`config.mk`:
```
export PLATFORM = sky130hd
export DESIGN_NAME = rob_ctrl_flat
export DESIGN_NICKNAME = d
export VERILOG_FILES = /design/src/rtl/rob_ctrl_pkg.sv /design/src/rtl/rob_ctrl_if.sv /design/src/rtl/rob_ctrl.sv /design/src/flat_wrapper.sv
export SDC_FILE = /design/constraint.sdc
export NUM_CORES = 2
export LEC_CHECK = 0
export ABC_AREA = 0
export CAP_MARGIN = 10
export CORE_UTILIZATION = 56
export CTS_CLUSTER_DIAMETER = 150
export DETAILED_ROUTE_END_ITERATION = 10
export MAX_ROUTING_LAYER = met4
export PLACE_DENSITY_LB_ADDON = 0.15
export SYNTH_ARGS = -nofsm -noshare
export SYNTH_HDL_FRONTEND = slang
export SYNTH_SLANG_ARGS = --single-unit
```
`constraint.sdc`:
```
create_clock -name clock_i -period 3.5 [get_ports clock_i]
set_input_delay 0.35 -clock clock_i [delete_from_list [all_inputs] [get_ports clock_i]]
set_output_delay 0.35 -clock clock_i [all_outputs]
set_load 0.01 [all_outputs]
```
`src/rtl/rob_ctrl_pkg.sv`:
```
// Shared types and widths for the reorder-buffer controller.
// One entry holds the destination register, completion flag and the result.
package rob_ctrl_pkg;

    localparam int ROB_RESERVE_WIDTH  = 4;
    localparam int ROB_RETIRE_WIDTH   = 2;
    localparam int ROB_COMPLETE_PORTS = 2;
    localparam int ROB_REG_W          = 5;
    localparam int ROB_DATA_W         = 32;

    typedef struct packed {
        logic [ROB_REG_W-1:0]  dest_reg;
        logic                  dest_reg_valid;
        logic                  done;
        logic [ROB_DATA_W-1:0] result;
    } rob_entry_t;

endpackage

```
`src/rtl/rob_ctrl_if.sv`:
```
// Decode, writeback and retire signals of the ROB controller.
// The slave modport is the ROB; the master modport is its surroundings.
interface rob_ctrl_if
    import rob_ctrl_pkg::*;
#(
    parameter int ROB_DEPTHLOG2 = 4
) ();

    logic                                              flush;
    logic                                              reserve;
    logic [1:0]                                        reserve_count;
    logic [ROB_RESERVE_WIDTH-1:0][ROB_REG_W-1:0]       dest_reg;
    logic [ROB_RESERVE_WIDTH-1:0]                      dest_reg_valid;
    logic [ROB_RESERVE_WIDTH-1:0][ROB_DEPTHLOG2-1:0]   reserved_slots;
    logic                                              rob_full;
    logic [ROB_COMPLETE_PORTS-1:0]                     complete_valid;
    logic [ROB_COMPLETE_PORTS-1:0][ROB_DEPTHLOG2-1:0]  complete_slot;
    logic [ROB_COMPLETE_PORTS-1:0][ROB_DATA_W-1:0]     complete_result;
    logic [ROB_RETIRE_WIDTH-1:0]                       retire_valid;
    logic [ROB_RETIRE_WIDTH-1:0][ROB_REG_W-1:0]        retire_dest_reg;
    logic [ROB_RETIRE_WIDTH-1:0]                       retire_dest_valid;
    logic [ROB_RETIRE_WIDTH-1:0][ROB_DATA_W-1:0]       retire_result;

    modport master (
        output flush, reserve, reserve_count, dest_reg, dest_reg_valid,
        output complete_valid, complete_slot, complete_result,
        input  reserved_slots, rob_full,
        input  retire_valid, retire_dest_reg, retire_dest_valid, retire_result
    );

    modport slave (
        input  flush, reserve, reserve_count, dest_reg, dest_reg_valid,
        input  complete_valid, complete_slot, complete_result,
        output reserved_slots, rob_full,
        output retire_valid, retire_dest_reg, retire_dest_valid, retire_result
    );

endinterface

```
`src/rtl/rob_ctrl.sv`:
```
// Reorder buffer: reserves up to 4 slots per cycle, takes 2 out-of-order completions,
// retires up to 2 in order; retire outputs are combinational from registered state.
module rob_ctrl
    import rob_ctrl_pkg::*;
#(
    parameter int ROB_DEPTHLOG2 = 4
) (
    input  logic      clock_i,
    input  logic      reset_i,
    rob_ctrl_if.slave rob_if
);

    localparam int DEPTH = 2 ** ROB_DEPTHLOG2;
    typedef logic [ROB_DEPTHLOG2-1:0] idx_t;
    typedef logic [ROB_DEPTHLOG2:0]   cnt_t;
    localparam cnt_t FULL_THRESH = cnt_t'(DEPTH - ROB_RESERVE_WIDTH);

    idx_t             head_q, head_d;
    idx_t             tail_q, tail_d;
    cnt_t             count_q, count_d;
    logic [DEPTH-1:0] valid_q, valid_d;
    rob_entry_t       entry_q [DEPTH];
    rob_entry_t       entry_d [DEPTH];

    idx_t head1;
    logic ret0, ret1, rob_full, do_reserve;
    cnt_t n_reserved, n_retired;

    always_comb begin
        rob_full = count_q > FULL_THRESH;
        head1    = head_q + idx_t'(1);
        ret0     = valid_q[head_q] && entry_q[head_q].done;
        ret1     = ret0 && valid_q[head1] && entry_q[head1].done;

        rob_if.rob_full = rob_full;
        for (int i = 0; i < ROB_RESERVE_WIDTH; i++) begin
            rob_if.reserved_slots[i] = tail_q + idx_t'(i);
        end
        rob_if.retire_valid         = {ret1, ret0};
        rob_if.retire_dest_reg[0]   = ret0 ? entry_q[head_q].dest_reg       : '0;
        rob_if.retire_dest_valid[0] = ret0 ? entry_q[head_q].dest_reg_valid : 1'b0;
        rob_if.retire_result[0]     = ret0 ? entry_q[head_q].result         : '0;
        rob_if.retire_dest_reg[1]   = ret1 ? entry_q[head1].dest_reg        : '0;
        rob_if.retire_dest_valid[1] = ret1 ? entry_q[head1].dest_reg_valid  : 1'b0;
        rob_if.retire_result[1]     = ret1 ? entry_q[head1].result          : '0;
    end

    always_comb begin
        valid_d    = valid_q;
        entry_d    = entry_q;
        head_d     = head_q;
        tail_d     = tail_q;
        do_reserve = rob_if.reserve && !rob_full;
        n_reserved = do_reserve ? cnt_t'(rob_if.reserve_count) + cnt_t'(1) : '0;
        n_retired  = cnt_t'(ret0) + cnt_t'(ret1);

        if (do_reserve) begin
            for (int i = 0; i < ROB_RESERVE_WIDTH; i++) begin
                if (2'(i) <= rob_if.reserve_count) begin
                    valid_d[tail_q + idx_t'(i)] = 1'b1;
                    entry_d[tail_q + idx_t'(i)] = '{dest_reg:       rob_if.dest_reg[i],
                                                    dest_reg_valid: rob_if.dest_reg_valid[i],
                                                    done:           1'b0,
                                                    result:         '0};
                end
            end
            tail_d = tail_q + idx_t'(n_reserved);
        end

        // Validity is taken from registered state, so a slot reserved this cycle
        // cannot complete yet. Port 1 is applied first so port 0 wins a shared slot.
        for (int p = ROB_COMPLETE_PORTS - 1; p >= 0; p--) begin
            if (rob_if.complete_valid[p] && valid_q[rob_if.complete_slot[p]]) begin
                entry_d[rob_if.complete_slot[p]].done   = 1'b1;
                entry_d[rob_if.complete_slot[p]].result = rob_if.complete_result[p];
            end
        end

        if (ret0) begin
            valid_d[head_q]      = 1'b0;
            entry_d[head_q].done = 1'b0;
        end
        if (ret1) begin
            valid_d[head1]      = 1'b0;
            entry_d[head1].done = 1'b0;
        end
        head_d  = head_q + idx_t'(n_retired);
        count_d = count_q + n_reserved - n_retired;

        if (rob_if.flush) begin
            valid_d = '0;
            for (int i = 0; i < DEPTH; i++) begin
                entry_d[i].done = 1'b0;
            end
            head_d  = '0;
            tail_d  = '0;
            count_d = '0;
        end
    end

    always_ff @(posedge clock_i) begin
        if (reset_i) begin
            head_q  <= '0;
            tail_q  <= '0;
            count_q <= '0;
            valid_q <= '0;
            entry_q <= '{default: '0};
        end else begin
            head_q  <= head_d;
            tail_q  <= tail_d;
            count_q <= count_d;
            valid_q <= valid_d;
            entry_q <= entry_d;
        end
    end

    a_no_reserve_when_full: assert property (
        @(posedge clock_i) disable iff (reset_i) !(rob_if.reserve && rob_full)
    );

endmodule

```
`src/flat_wrapper.sv`:
```
// flat-port wrapper written by rule: the top's interface ports become plain ports
module rob_ctrl_flat import rob_ctrl_pkg::*;
#(
    parameter int ROB_DEPTHLOG2 = 4
)
  (clock_i, reset_i, rob_if_flush, rob_if_reserve, rob_if_reserve_count, rob_if_dest_reg, rob_if_dest_reg_valid, rob_if_complete_valid, rob_if_complete_slot, rob_if_complete_result, rob_if_reserved_slots, rob_if_rob_full, rob_if_retire_valid, rob_if_retire_dest_reg, rob_if_retire_dest_valid, rob_if_retire_result);
  rob_ctrl_if #(.ROB_DEPTHLOG2(ROB_DEPTHLOG2)) rob_if_i ();
  input  logic clock_i;
  input  logic reset_i;
  input wire logic [$bits(rob_if_i.flush)-1:0] rob_if_flush;
  input wire logic [$bits(rob_if_i.reserve)-1:0] rob_if_reserve;
  input wire logic [$bits(rob_if_i.reserve_count)-1:0] rob_if_reserve_count;
  input wire logic [$bits(rob_if_i.dest_reg)-1:0] rob_if_dest_reg;
  input wire logic [$bits(rob_if_i.dest_reg_valid)-1:0] rob_if_dest_reg_valid;
  input wire logic [$bits(rob_if_i.complete_valid)-1:0] rob_if_complete_valid;
  input wire logic [$bits(rob_if_i.complete_slot)-1:0] rob_if_complete_slot;
  input wire logic [$bits(rob_if_i.complete_result)-1:0] rob_if_complete_result;
  output wire logic [$bits(rob_if_i.reserved_slots)-1:0] rob_if_reserved_slots;
  output wire logic [$bits(rob_if_i.rob_full)-1:0] rob_if_rob_full;
  output wire logic [$bits(rob_if_i.retire_valid)-1:0] rob_if_retire_valid;
  output wire logic [$bits(rob_if_i.retire_dest_reg)-1:0] rob_if_retire_dest_reg;
  output wire logic [$bits(rob_if_i.retire_dest_valid)-1:0] rob_if_retire_dest_valid;
  output wire logic [$bits(rob_if_i.retire_result)-1:0] rob_if_retire_result;
  assign rob_if_i.flush = rob_if_flush;
  assign rob_if_i.reserve = rob_if_reserve;
  assign rob_if_i.reserve_count = rob_if_reserve_count;
  assign rob_if_i.dest_reg = rob_if_dest_reg;
  assign rob_if_i.dest_reg_valid = rob_if_dest_reg_valid;
  assign rob_if_i.complete_valid = rob_if_complete_valid;
  assign rob_if_i.complete_slot = rob_if_complete_slot;
  assign rob_if_i.complete_result = rob_if_complete_result;
  assign rob_if_reserved_slots = rob_if_i.reserved_slots;
  assign rob_if_rob_full = rob_if_i.rob_full;
  assign rob_if_retire_valid = rob_if_i.retire_valid;
  assign rob_if_retire_dest_reg = rob_if_i.retire_dest_reg;
  assign rob_if_retire_dest_valid = rob_if_i.retire_dest_valid;
  assign rob_if_retire_result = rob_if_i.retire_result;
  rob_ctrl #(.ROB_DEPTHLOG2(ROB_DEPTHLOG2)) u_core (.clock_i(clock_i), .reset_i(reset_i), .rob_if(rob_if_i));
endmodule
```
==> metrics <==
Synth area leaders=dfxtp_1 29%, mux4_2 17%, mux2i_1 14%; Critical R2R Capture=u_core.count_q[4]; Reg-to-Reg Start=u_core.head_q[0]; Area growth syn-to-layout=22.7%; DIE HEIGHT=286 um; Yosys reg bits=653; GPL Wtd Cong=1.05; CTS Sinks=653; Post-Synthesis Cells=4956; yosys synthesis warning count=0; Synth Area per Inst=9.10 sq um; commonest non-fill, non-tap cell in the layout=dfxtp_1; most frequent cells in the layout=649 x dfxtp_1, 607 x mux2i_1, 569 x nor2_1; # IOs=199; Netlist cell types=78; I/O Buffers=198; max_slew headroom=16.8%; violated checks=negative setup slack; die area=0.0817 sq mm; Post-Syn Nets=5097; Fin Setup TNS=-0.256 ns; Worst path slowest cell=dfxtp_4; ys flop type=dfxtp_1; Setup violations, final=8; Crit path arrival time=3.21 ns; Post-CTS Hold Fix Bufs=0; initial antenna violation count=10; drt total wl=200000 um; R2R setup slack=0.04 ns; worst-path cell chain=inv_6 > ha_4 > mux4_2 > o21ai_2 > o2111ai_2 > or2_4 > buf_12 > clkbuf_16 > buf_4 > a211oi_4 > buf_2; worst vdd ir=0.000370 V; CTS max path bufs=3; Die W=286 um; Setup Skew=0.0301 ns; CTS Root Cell=clkbuf_16; RSZ-0062 raised after global routing=yes; Worst Hold End=u_core.entry_q[43]; drc violations=0; slowest stage delay, CP=0.41 ns; min-delay src=reset_i; Slew Limit Fails=0; status=finished with violations; endpoint class of the critical path=primary output; Worst Tran Pin Value=1.24 ns; share of cells above drive strength 1=23.9%; PnR Total Power=19.0 mW; Static Leak=19.8 nW; Nets=5255; Synth top area share=29.0%; Rows=103; antenna-violating nets left=0; GRT overflow=0; Clock Latency Late Sink=0.67 ns; Post-synth EDFFs=0; Routed WL per cell=32.0 um; Fill cells=6053; Core Area=0.0794 sq mm; Final Hold Vio Count=0; Final Cycle Share=102%; TritonCTS clock tree=yes; Inst Count DP=5891; Synth async-reset ratio=0%; clock period minus worst slack=3.56 ns; Tot GR Track Use=47.8%; DRT iter0 DRCs=8297; initial core utilization=56.8%; crit start category=flop; non-filler cells, final=6238; post-synthesis cell area=0.0451 sq mm; via count=46323; fmax=281 MHz; hold path depth=4; post-synthesis sequential area ratio=29.0%; via density per instance=7.43; hpwl dp=109000 um; DRT Pass-1 Iters=7; Hold WC Path Type=primary input to flop; worst slack at placement=-0.0145 ns; htree depth=3; largest net degree at the start of global routing=94; max_cap viols=0; PD cells=344 mW/mm^2; top cell type by total area after synthesis=dfxtp_1; number of global-route vias before repair=42442; Setup CP Type=flop to primary output; first-pass GRT wire length=282000 um; Worst-path clk slew=0.06 ns; peak fanout along the critical path=6; R2R depth=17; fin worst setup slack=-0.0576 ns; fin util=69.7%; CP Data Required Time=3.15 ns; cts bufs inserted=76
==> routing by layer <==
metal | up-vias | track usage, % | share of wire (%)
met4 | 0 | 29.7 | 8.0
met1 | 22126 | 59.8 | 35
met2 | 4290 | 66.5 | 41
met5 | - | - | 0
li1 | 18774 | - | -
met3 | 1133 | 15.5 | 16
==> per-stage QoR <==
stage,cell area [sq um],hold slack (ns)
finish,55400,0.331
global route,55300,0.353
CTS,54200,0.327
detailed placement,49400,0.475
global placement,49400,0.463
floorplan,45100,0.446
==> power breakdown <==
group / internal [mW] / total (mW) / switching, mW
combinational: 1.01 / 2.92 / 1.91
clock: 4.70 / 8.29 / 3.59
sequential: 7.61 / 7.81 / 0.198
total: 13.3 / 19.0 / 5.70
==> cell usage after synthesis, types with 7 or more instances <==
| cell | instances |
|---|---|
| o21a_1 | 9 |
| nand3_1 | 478 |
| nor2_1 | 569 |
| a31o_2 | 7 |
| o21ai_0 | 461 |
| or4_1 | 64 |
| a211oi_2 | 38 |
| ha_1 | 33 |
| o2111ai_1 | 9 |
| a31o_1 | 11 |
| o211ai_1 | 27 |
| nor2b_1 | 87 |
| buf_4 | 11 |
| inv_1 | 45 |
| nand2b_1 | 51 |
| and3_1 | 25 |
| inv_2 | 7 |
| clkbuf_1 | 351 |
| a22oi_1 | 20 |
| xor2_1 | 7 |
| mux4_2 | 349 |
| nand2_1 | 129 |
| a211oi_1 | 173 |
| a21oi_1 | 71 |
| buf_1 | 20 |
| mux2_2 | 38 |
| nor3_1 | 41 |
| nand3b_1 | 21 |
| dfxtp_1 | 653 |
| o211a_1 | 7 |
| a211o_1 | 27 |
| o21ai_1 | 115 |
| o22ai_1 | 36 |
| buf_2 | 195 |
| mux2i_1 | 621 |
| and2_1 | 13 |
| buf_6 | 11 |
| o31ai_1 | 21 |
| or2_2 | 8 |
==> final cells by class <==
type / instances / area, sq um / area share (%)
diodes: 13 / 32.5 / 0.0588
clock buffers: 115 / 2250 / 4.07
clock inverters: 24 / 275 / 0.497
inverters: 52 / 210 / 0.380
multi-input cells: 3663 / 30500 / 55.0
flip-flops and latches: 653 / 13100 / 23.6
well taps: 1050 / 1310 / 2.37
repair buffers: 668 / 7740 / 14.0
==> worst max-delay path by stage <==
stage / start / to / slack (ns) / depth (start not counted)
after floorplan: u_core.head_q[1] / u_core.count_q[4] / 0.002 / 17
after global routing: u_core.head_q[0] / rob_if_retire_result[33] / -0.1 / 12
after global placement: u_core.head_q[1] / u_core.count_q[4] / -0.03 / 17
final: u_core.head_q[0] / rob_if_retire_result[62] / -0.06 / 11
after CTS: u_core.head_q[0] / rob_if_retire_result[7] / -0.16 / 6
after detailed placement: u_core.head_q[1] / u_core.count_q[4] / -0.01 / 17
==> cells by family (layout without fill, tap and decap cells) <==
logic type      count (synthesis)  in the layout  share of synthesized area [%]
simple gates                 1527           1527                           16.2
compound gates               1079           1079                           15.1
mux                          1008           1008                           32.2
flops                         653            653                           29.0
buf+inv                       640            859                           6.14
fa+ha+maj                      37             37                           1.09
xor+xnor                       12             12                          0.283
other cells                     0             13                              0
==> worst max-delay path: cells and delay by family (launching register included) <==
kind / cells / cell delay [ns]
buf+inv: 5 / 0.73
compound gates: 3 / 0.46
simple gates: 1 / 0.31
mux: 1 / 0.33
flops: 1 / 0.41
fa+ha+maj: 1 / 0.32
==> timing repair <==
| item | CTS | global route |
|---|---|---|
| setup endpoints to repair | 77 | 63 |
| gates resized for setup | 327 | 127 |
| buffers inserted | 73 | 88 |
| gates cloned | 31 | 12 |
| pin swaps | 31 | 42 |
(Power assumes the default switching activity.)
